**src/rtl/regfile_pkg.sv**
```systemverilog
// Shared sizing for the register-file write-back path.
package regfile_pkg;
  localparam int RF_XLEN       = 64;
  localparam int RF_AW         = 5;
  localparam int RF_NREGS      = 32;
  localparam int RF_FIFO_DEPTH = 2;

  // Which source owns the register-file write port this cycle.
  typedef enum logic [1:0] {SEL_NONE, SEL_WB, SEL_FIFO} wbSel_e;

  // One-hot mask for a register; register 0 is never tracked.
  function automatic logic [RF_NREGS-1:0] regMask(input logic [RF_AW-1:0] r);
    return (r == '0) ? '0 : (RF_NREGS'(1) << r);
  endfunction
endpackage

```
**src/rtl/regfile_wb_arbiter_if.sv**
```systemverilog
// Multi-cycle result handshake: producer offers, arbiter accepts on valid&ready.
interface regfile_wb_arbiter_if
  import regfile_pkg::*;
#(
  parameter int XLEN = RF_XLEN
);
  logic             mc_valid;
  logic [RF_AW-1:0] mc_rd;
  logic [XLEN-1:0]  mc_data;
  logic             mc_ready;

  modport master (output mc_valid, mc_rd, mc_data, input mc_ready);
  modport slave  (input mc_valid, mc_rd, mc_data, output mc_ready);
endinterface

```
**src/rtl/wb_fifo.sv**
```systemverilog
// Small circular buffer holding multi-cycle results until the write port is free.
module wb_fifo #(
  parameter int DW    = 69,
  parameter int DEPTH = 2,
  localparam int PW   = (DEPTH > 1) ? $clog2(DEPTH) : 1,
  localparam int CW   = $clog2(DEPTH + 1)
) (
  input  logic          clk,
  input  logic          rst,
  input  logic          push,
  input  logic [DW-1:0] pushData,
  input  logic          pop,
  output logic [DW-1:0] popData,
  output logic [CW-1:0] count,
  output logic          full,
  output logic          empty
);
  logic [DW-1:0] mem [DEPTH];
  logic [PW-1:0] wrPtr, rdPtr;
  logic          doPush, doPop;

  function automatic logic [PW-1:0] nextPtr(input logic [PW-1:0] p);
    return (p == PW'(DEPTH - 1)) ? '0 : p + 1'b1;
  endfunction

  assign full    = (count == CW'(DEPTH));
  assign empty   = (count == '0);
  assign doPush  = push && !full;
  assign doPop   = pop && !empty;
  assign popData = mem[rdPtr];

  // Storage needs no reset: count gates every read.
  always_ff @(posedge clk) begin
    if (doPush) mem[wrPtr] <= pushData;
  end

  // Pointers and occupancy; simultaneous push/pop leaves count unchanged.
  always_ff @(posedge clk or posedge rst) begin
    if (rst) begin
      wrPtr <= '0;
      rdPtr <= '0;
      count <= '0;
    end else begin
      if (doPush) wrPtr <= nextPtr(wrPtr);
      if (doPop)  rdPtr <= nextPtr(rdPtr);
      case ({doPush, doPop})
        2'b10:   count <= count + 1'b1;
        2'b01:   count <= count - 1'b1;
        default: count <= count;
      endcase
    end
  end
endmodule

```
**src/rtl/regfile_wb_arbiter.sv**
```systemverilog
// Arbitrates the register-file write port between pipeline write-back and
// buffered multi-cycle results, and tracks registers awaiting those results.
module regfile_wb_arbiter
  import regfile_pkg::*;
#(
  parameter int XLEN       = RF_XLEN,
  parameter int FIFO_DEPTH = RF_FIFO_DEPTH
) (
  input  logic                clk,
  input  logic                rst,
  input  logic                wb_valid,
  input  logic [RF_AW-1:0]    wb_rd,
  input  logic [XLEN-1:0]     wb_data,
  input  logic                mc_issue,
  input  logic [RF_AW-1:0]    mc_issue_rd,
  regfile_wb_arbiter_if.slave mc,
  input  logic [RF_AW-1:0]    id_rs1,
  input  logic [RF_AW-1:0]    id_rs2,
  input  logic [RF_AW-1:0]    id_rd,
  output logic                stall,
  output logic                RegWrite,
  output logic [RF_AW-1:0]    WriteReg,
  output logic [XLEN-1:0]     WriteData,
  output logic [RF_NREGS-1:0] busy,
  output logic                err
);
  localparam int CW = $clog2(FIFO_DEPTH + 1);

  logic [RF_AW+XLEN-1:0] headEntry;
  logic [RF_AW-1:0]      headRd;
  logic [XLEN-1:0]       headData;
  logic [CW-1:0]         fifoCount;
  logic                  fifoFull, fifoEmpty, fifoPush, fifoPop;
  wbSel_e                sel;
  logic [RF_AW-1:0]      selRd;
  logic [XLEN-1:0]       selData;
  logic [RF_NREGS-1:0]   clrMask, setMask, busyNext;
  logic                  issueReq, issueHit, errNext;

  assign {headRd, headData} = headEntry;
  assign mc.mc_ready        = (fifoCount < CW'(FIFO_DEPTH));
  assign fifoPush           = mc.mc_valid && !fifoFull;

  wb_fifo #(.DW(RF_AW + XLEN), .DEPTH(FIFO_DEPTH)) uFifo (
    .clk      (clk),
    .rst      (rst),
    .push     (fifoPush),
    .pushData ({mc.mc_rd, mc.mc_data}),
    .pop      (fifoPop),
    .popData  (headEntry),
    .count    (fifoCount),
    .full     (fifoFull),
    .empty    (fifoEmpty)
  );

  // Fixed priority: pipeline write-back never waits, the buffer drains when idle.
  always_comb begin
    sel     = SEL_NONE;
    selRd   = '0;
    selData = '0;
    fifoPop = 1'b0;
    if (wb_valid) begin
      sel     = SEL_WB;
      selRd   = wb_rd;
      selData = wb_data;
    end else if (!fifoEmpty) begin
      sel     = SEL_FIFO;
      selRd   = headRd;
      selData = headData;
      fifoPop = 1'b1;
    end
  end

  // Scoreboard update; a re-issue racing its own retiring result counts as legal.
  always_comb begin
    clrMask  = fifoPop ? regMask(headRd) : '0;
    issueReq = mc_issue && (mc_issue_rd != '0);
    issueHit = busy[mc_issue_rd] && !clrMask[mc_issue_rd];
    setMask  = (issueReq && !issueHit) ? regMask(mc_issue_rd) : '0;
    busyNext = (busy & ~clrMask) | setMask;
    errNext  = err
             | (issueReq && issueHit)
             | (wb_valid && busy[wb_rd])
             | (fifoPop && !busy[headRd]);
  end

  assign stall = busy[id_rs1] | busy[id_rs2] | busy[id_rd];

  // Registered write port; writes to register 0 are consumed but suppressed.
  always_ff @(posedge clk or posedge rst) begin
    if (rst) begin
      RegWrite  <= 1'b0;
      WriteReg  <= '0;
      WriteData <= '0;
    end else begin
      RegWrite <= (sel != SEL_NONE) && (selRd != '0);
      if (sel != SEL_NONE) begin
        WriteReg  <= selRd;
        WriteData <= selData;
      end
    end
  end

  // Busy vector and sticky error flag.
  always_ff @(posedge clk or posedge rst) begin
    if (rst) begin
      busy <= '0;
      err  <= 1'b0;
    end else begin
      busy <= busyNext;
      err  <= errNext;
    end
  end
endmodule

```
**src/flat_wrapper.sv**
```systemverilog
// flat-port wrapper written by rule: the top's interface ports become plain ports
module regfile_wb_arbiter_flat import regfile_pkg::*;
#(
  parameter int XLEN       = RF_XLEN,
  parameter int FIFO_DEPTH = RF_FIFO_DEPTH
)
  (clk, rst, wb_valid, wb_rd, wb_data, mc_issue, mc_issue_rd, id_rs1, id_rs2, id_rd, stall, RegWrite, WriteReg, WriteData, busy, err, mc_mc_valid, mc_mc_rd, mc_mc_data, mc_mc_ready);
  regfile_wb_arbiter_if #(.XLEN(XLEN)) mc_i ();
  input  logic clk;
  input  logic rst;
  input  logic wb_valid;
  input  logic [RF_AW-1:0] wb_rd;
  input  logic [XLEN-1:0] wb_data;
  input  logic mc_issue;
  input  logic [RF_AW-1:0] mc_issue_rd;
  input  logic [RF_AW-1:0] id_rs1;
  input  logic [RF_AW-1:0] id_rs2;
  input  logic [RF_AW-1:0] id_rd;
  output logic stall;
  output logic RegWrite;
  output logic [RF_AW-1:0] WriteReg;
  output logic [XLEN-1:0] WriteData;
  output logic [RF_NREGS-1:0] busy;
  output logic err;
  input wire logic [$bits(mc_i.mc_valid)-1:0] mc_mc_valid;
  input wire logic [$bits(mc_i.mc_rd)-1:0] mc_mc_rd;
  input wire logic [$bits(mc_i.mc_data)-1:0] mc_mc_data;
  output wire logic [$bits(mc_i.mc_ready)-1:0] mc_mc_ready;
  assign mc_i.mc_valid = mc_mc_valid;
  assign mc_i.mc_rd = mc_mc_rd;
  assign mc_i.mc_data = mc_mc_data;
  assign mc_mc_ready = mc_i.mc_ready;
  regfile_wb_arbiter #(.XLEN(XLEN), .FIFO_DEPTH(FIFO_DEPTH)) u_core (.clk(clk), .rst(rst), .wb_valid(wb_valid), .wb_rd(wb_rd), .wb_data(wb_data), .mc_issue(mc_issue), .mc_issue_rd(mc_issue_rd), .mc(mc_i), .id_rs1(id_rs1), .id_rs2(id_rs2), .id_rd(id_rd), .stall(stall), .RegWrite(RegWrite), .WriteReg(WriteReg), .WriteData(WriteData), .busy(busy), .err(err));
endmodule
```
**config.mk**
```make
export PLATFORM = sky130hd
export DESIGN_NAME = regfile_wb_arbiter_flat
export DESIGN_NICKNAME = d
export VERILOG_FILES = /design/src/rtl/regfile_pkg.sv /design/src/rtl/regfile_wb_arbiter_if.sv /design/src/rtl/wb_fifo.sv /design/src/rtl/regfile_wb_arbiter.sv /design/src/flat_wrapper.sv
export SDC_FILE = /design/constraint.sdc
export NUM_CORES = 1
export LEC_CHECK = 0
export BUFFER_PORTS_ARGS = -buffer_cell sky130_fd_sc_hd__buf_2
export CAP_MARGIN = 10
export CORE_ASPECT_RATIO = 1.1
export CORE_MARGIN = 1
export CORE_UTILIZATION = 45
export DETAILED_ROUTE_END_ITERATION = 8
export PLACE_DENSITY = 0.68
export SLEW_MARGIN = 25
export SYNTH_ARGS = -nofsm -noshare
export SYNTH_HDL_FRONTEND = slang
export SYNTH_SLANG_ARGS = --single-unit
```
**constraint.sdc**
```tcl
create_clock -name clk -period 6 [get_ports clk]
set_input_delay 0.6 -clock clk [delete_from_list [all_inputs] [get_ports clk]]
set_output_delay 0.6 -clock clk [all_outputs]
set_load 0.005 [all_outputs]
```
# After elaboration in Yosys (flattened, before gate mapping)
# Memories as Yosys holds them, arrays and structs flattened.
# Cells that the tools add are included.
word_totals:
  regBits: 107
  mem_bits_rw: 138
  input_bits: 163
  memories: 1
classes:
  addsub: 4
  magnitude_cmp: 7
  n_eq_ne: 3
  shift: 2
  muxes: 31
  n_bitwise: 8
  n_reduce_logical: 22
memory_table:
  columns: ["name", "depth", "word_bits", "rd", "rd_clocked_by_memory_dff", "wr", "line", "text"]
  rows:
  - ["u_core.uFifo.mem", 2, 69, 1, 0, 1, "wb_fifo.sv:18", "logic [DW-1:0] mem [DEPTH];"]
ops:
  columns: ["op", "n"]
  rows:
  - ["$mux 32", 4]
  - ["$mux 64", 2]
  - ["$shl 1x5->32 const A", 2]
  - ["$lt 5x6->1 const B", 6]
  - ["$bmux 1 s5", 7]
  - ["$and 32x32->32", 1]
  - ["$not 32->32", 1]
  - ["$or 32x32->32", 1]
  - ["$mux 1", 13]
  - ["$logic_and 1x1->1", 10]
  - ["$logic_not 5->1", 2]
  - ["$mux 5", 2]
  - ["$reduce_bool 5->1", 2]
  - ["$logic_not 1->1", 5]
  - ["$or 1x1->1", 5]
  - ["$eq 2x2->1 const B", 2]
  - ["$mux 2", 2]
  - ["$pmux 2 s2", 1]
  - ["$reduce_bool 2->1", 2]
  - ["$add 1x1->1 const B", 2]
  - ["$add 2x1->2 const B", 1]
  - ["$eq 2x1->1 const B", 1]
  - ["$logic_not 2->1", 1]
  - ["$lt 2x2->1 const B", 1]
  - ["$sub 2x1->2 const B", 1]

# Longest topological paths before layout
logic_depth:
  word_depth: 12
  mapped_depth: 10
  mapped_depth_nobuf: 7

# Cells and area by module
# A second synthesis with hierarchy kept.
unflattened:
  cells_unflattened: 826
  hier_area_um2: 11898.9
by_module_without_submodules:
  columns: ["mod", "n_inst", "cells_per_inst", "area_each_um2"]
  rows:
  - ["regfile_wb_arbiter", 1, 592, 6367.4]
  - ["wb_fifo", 1, 234, 5531.6]

# Worst setup path after synthesis
# Ideal clock, no wire load.
synth_timing:
  kind: "input to register"
  from: "in mc_mc_valid"
  to: "mem u_core.uFifo.mem[0][0], enable pin"
  setup_ps: 497
  arrival_ps: 3692
  required_ps: 5503
  setup_slack_ps: 1811
  path_stages: 2
  path_buffers: 0
  cell_sequence: "o21ai_0 > nor2_1"
synth_via:
  elab_chain_cells: 4
synth_rtl:
  columns: ["element", "line", "text"]
  rows:
  - ["start: declaration", "flat_wrapper.sv:25", "input wire logic [$bits(mc_i.mc_valid)-1:0] mc_mc_valid;"]
  - ["$logic_and 1x1->1", "regfile_wb_arbiter.sv:42", "assign fifoPush = mc.mc_valid && !fifoFull;"]
  - ["$logic_and 1x1->1", "wb_fifo.sv:28", "assign doPush = push && !full;"]
  - ["$mux 1", "wb_fifo.sv:34", "if (doPush) mem[wrPtr] <= pushData;"]
  - ["$mux 1 (not written as such)", "wb_fifo.sv:34", null]
  - ["end: declaration", "wb_fifo.sv:18", null]
# No other way between the ends.

# Final worst setup path
layout_timing:
  from: "reg u_core.uFifo.rdPtr"
  to: "reg u_core.busy[1]"
layout_via:
  elab_chain_cells: 12
  elab_cells_between_ends: 15
layout_rtl:
  columns: ["element", "line", "text"]
  rows:
  - ["start: declaration", "wb_fifo.sv:19", "logic [PW-1:0] wrPtr, rdPtr;"]
  - ["start signal: assignment", "wb_fifo.sv:45", "if (doPop) rdPtr <= nextPtr(rdPtr);"]
  - ["$mem_v2 2x69 (*)", null, null]
  - ["$logic_not 5->1 / $shl 1x5->32 (equally long branches)", "regfile_pkg.sv:13", "return (r == '0) ? '0 : (RF_NREGS'(1) << r);"]
  - ["$mux 32 (*)", "regfile_pkg.sv:13", null]
  - ["$mux 32 (*)", "regfile_wb_arbiter.sv:76", "clrMask = fifoPop ? regMask(headRd) : '0;"]
  - ["$bmux 1 s5", "regfile_wb_arbiter.sv:78", "issueHit = busy[mc_issue_rd] && !clrMask[mc_issue_rd];"]
  - ["$mux 1 (not written as such)", "regfile_wb_arbiter.sv:78", null]
  - ["$logic_not 1->1", "regfile_wb_arbiter.sv:78", null]
  - ["$logic_and 1x1->1", "regfile_wb_arbiter.sv:78", null]
  - ["$logic_not 1->1", "regfile_wb_arbiter.sv:79", "setMask = (issueReq && !issueHit) ? regMask(mc_issue_rd) : '0;"]
  - ["$logic_and 1x1->1", "regfile_wb_arbiter.sv:79", null]
  - ["$mux 32", "regfile_wb_arbiter.sv:79", null]
  - ["$or 32x32->32 (*)", "regfile_wb_arbiter.sv:80", "busyNext = (busy & ~clrMask) | setMask;"]
  - ["via u_core.busyNext[1]", "regfile_wb_arbiter.sv:37", "logic [RF_NREGS-1:0] clrMask, setMask, busyNext;"]
  - ["end signal: assignment", "regfile_wb_arbiter.sv:110", "busy <= busyNext;"]
  - ["end: declaration", "regfile_wb_arbiter.sv:24", "output logic [RF_NREGS-1:0] busy,"]
# The timed path passes the listed nets; every way through them passes the cells marked *. The select of a mux whose other input is x is not followed.
# A chain may end at the register's enable or synchronous reset.

==> summary.txt <==
Pwr
  • Clock network power share: about a quarter
  • Sequential Power Share: 43.5%
  • Leak pwr: about 6 nW
  • Gate power share: 32.5%
  • PwrDens: 477 nW/µm²
  • Peak supply drop: 0.000291 V
  • Switching fraction of total power: 36.3%
  • P_sw: about 2.5 mW
  • Internal power: 4.31 mW

Route
  • Via density: around 5.7
  • Total wire length: 33800 µm
  • Vias: around 9000
  • Routed len/inst: around 22 µm
  • Residual DRC count: 0
  • First-pass DRT Iterations: 7
  • Initial DRC count: 702
  • ANT nets after route: 0

Cells and area
  • Commonest non-fill, non-tap cell in the layout: buf_2
  • Post-route cell area: 14200 µm²
  • Area growth syn-to-layout: 20.8%
  • Share of cells above drive strength 1: 32.1%
  • Post-Layout Cell Count: 1556
  • Most frequent cells in the layout: 266 x buf_2, 138 x edfxtp_1, 110 x o21ai_0
  • Layout net count: 1352

Setup path
  • Critical Path AT: roughly 4.1 ns
  • R2R Path End: u_core.busy[1]
  • Worst EP required: 6.46 ns
  • Critical Path Source Type: register
  • Critical path class: reg -> reg
  • Reg2reg start: u_core.uFifo.rdPtr
  • CP Capture Type: register
  • R2R setup slack: 2.39 ns
  • R2R depth: 7
  • Maximum fanout along the worst path: 65

Yosys
  • Avg Inst Size Synth: 12.3 µm²
  • YS warnings: 0
  • Syn nets: roughly 1100
  • Synthesized area: 11700 µm²
  • Synth Flop Type: edfxtp_1
  • Share of flip-flops with an asynchronous set or reset: 43.7%
  • Sequential share of the synthesized area: 58.1%
  • Netlist cell types: 64
  • #FFs+latches synth: 245
  • Post-synth EDFFs: 138
  • Mapped Cells: 952

Clock network
  • Post-CTS resize count: 0
  • Hold buffers post-CTS: 0
  • CTS tree: yes
  • Worst-path clk slew: 0.06 ns
  • CTS Buffer Depth: 3
  • CTS root buffer: clkbuf_16
  • CTS Sinks: 245
  • Setup bufs post-CTS: 0
  • Worst skew pair latency: 0.52 ns
  • H-tree Lvls: 1
  • Num CTS Buffers: 26

Floorplanning
  • Die Wd: 156 µm
  • Core ar.: around 25000 µm²
  • Die Height: 171 µm
  • Row cnt: 61
  • Full die area: 26700 µm²
  • # IOs: between 200 and 300
  • Starting Density: 46.2%

Placement
  • DP HPWL: 23400 µm
  • RD Place Congestion: between 0.9 and 1
  • Inst Count DP: approximately 1500
  • Post-Place Worst Slack: ~2.4 ns
  • Post-DP Area: 13300 µm²
  • I/O Buffers: 267

GRT
  • Initial antenna violation count: 5
  • Largest net degree at the start of global routing: 87
  • Vias in the first global route: 8631
  • First-pass GRT wire length: 51100 µm
  • Overflow after GRT: 0
  • Tot GR Track Use: around a quarter

Timing
  • Max Freq: 277 MHz
  • Least-Margin Pin Slew: 0.920 ns
  • Fin crit share: 60.1%
  • Final WS setup: 2.39 ns
  • Setup TNS: 0 ns
  • Hold Slack: 0.250 ns
  • Clk_skew: about 0.015 ns
  • Final min period: between 3 and 4 ns
  • Final hold vios: 0
  • RSZ-0062 raised after global routing: no
  • Setup violators final: 0
  • Fin. max-slew vios: 0
  • Slew Limit Headroom: 38.0%

Run
  • Max Cap Violations: 0

Worst hold path
  • Worst Hold Class: in -> async

Run status
  • Status: complete, no violations
==> worst max path at each step <==
stage,to,cells after the start,start
after floorplan,u_core.uFifo.mem[0][0],2,mc_mc_valid
after global placement,u_core.busy[3],7,u_core.uFifo.rdPtr
after detailed placement,u_core.busy[1],7,u_core.uFifo.rdPtr
after CTS,u_core.busy[1],7,u_core.uFifo.rdPtr
after global routing,u_core.busy[10],7,u_core.uFifo.rdPtr
final,u_core.busy[1],7,u_core.uFifo.rdPtr
==> metal layers <==
metal	share of wire, %	global-route usage (%)	routed length (µm)	up-vias
li1	-	-	-	4052
met1	39	32.2	13200	4233
met2	48	41.7	16100	464
met3	9.7	7.08	3270	94
met4	3.4	8.91	1140	8
met5	0.11	0	36	-
==> layout make-up <==
type	instances	area, µm²
clock inverter	15	161
tap	346	433
sequential	245	6830
clock buffer	33	708
antenna	2	5.00
fill	2182	11200
inverter	8	32.5
multi-input combinational	633	4620
timing repair buffer	274	1390
==> power groups by stage <==
stage	Clock, mW	Sequential, mW	Combinational, mW
floorplan	0	2.65	1.57
global placement	0	2.93	2.20
global route	1.71	2.99	2.44
detailed placement	0	2.95	2.22
finish	1.62	2.94	2.20
CTS	1.65	2.92	2.22
==> sequential cells by signal, indices dropped and copies added, names as in the netlist <==
register            cells
u_core.uFifo.wrPtr      1
u_core.WriteReg         5
u_core.WriteData       64
u_core.RegWrite         1
u_core.busy            32
u_core.err              1
u_core.uFifo.rdPtr      1
u_core.uFifo.count      2
u_core.uFifo.mem      138
==> per-stage QoR <==
| step | util, % | total power [mW] |
|---|---|---|
| floorplan | - | 4.22 |
| global placement | 52.4 | 5.13 |
| detailed placement | 52.4 | 5.16 |
| CTS | 55.8 | 6.79 |
| global route | 55.8 | 7.14 |
| finish | 55.8 | 6.76 |
==> cells by family after synthesis <==
| logic type | synth area share (%) |
|---|---|
| AOI/OAI and AO/OA | 11.9 |
| xor gates and xnor gates | 0.896 |
| adders and majority gates | 0.107 |
| buffers and inverters | 2.65 |
| DFF | 58.1 |
| muxes | 16.9 |
| and+or+nand+nor | 9.37 |
==> Yosys cell counts, types with 4 or more instances <==
library cell / n / area, µm²
edfxtp_1: 138 / 4140
nand2_1: 99 / 372
buf_2: 6 / 30.0
xor2_1: 6 / 52.6
a21oi_1: 67 / 335
inv_1: 8 / 30.0
mux2i_1: 80 / 801
nor3_1: 6 / 30.0
o21ai_0: 110 / 551
nor2_1: 85 / 319
buf_1: 8 / 30.0
a31oi_1: 5 / 31.3
nor2b_1: 9 / 56.3
a22o_1: 14 / 123
mux4_2: 49 / 1100
a211oi_1: 6 / 45.0
clkbuf_1: 47 / 176
mux2_2: 6 / 67.6
a22oi_1: 6 / 45.0
a2111oi_0: 4 / 35.0
nand3_1: 13 / 65.1
dfrtp_1: 107 / 2680
xnor2_1: 6 / 52.6
nand2b_1: 7 / 43.8
==> critical path, stage by stage (launching register included) <==
cell,delay [ns]
dfrtp_4,1.04
mux2_2,0.50
nor3_1,0.67
a31oi_1,0.17
o31ai_1,0.12
nor4_1,0.16
nor3_1,0.60
a22o_1,0.26
Note: power is estimated with default switching activity, not from simulation.
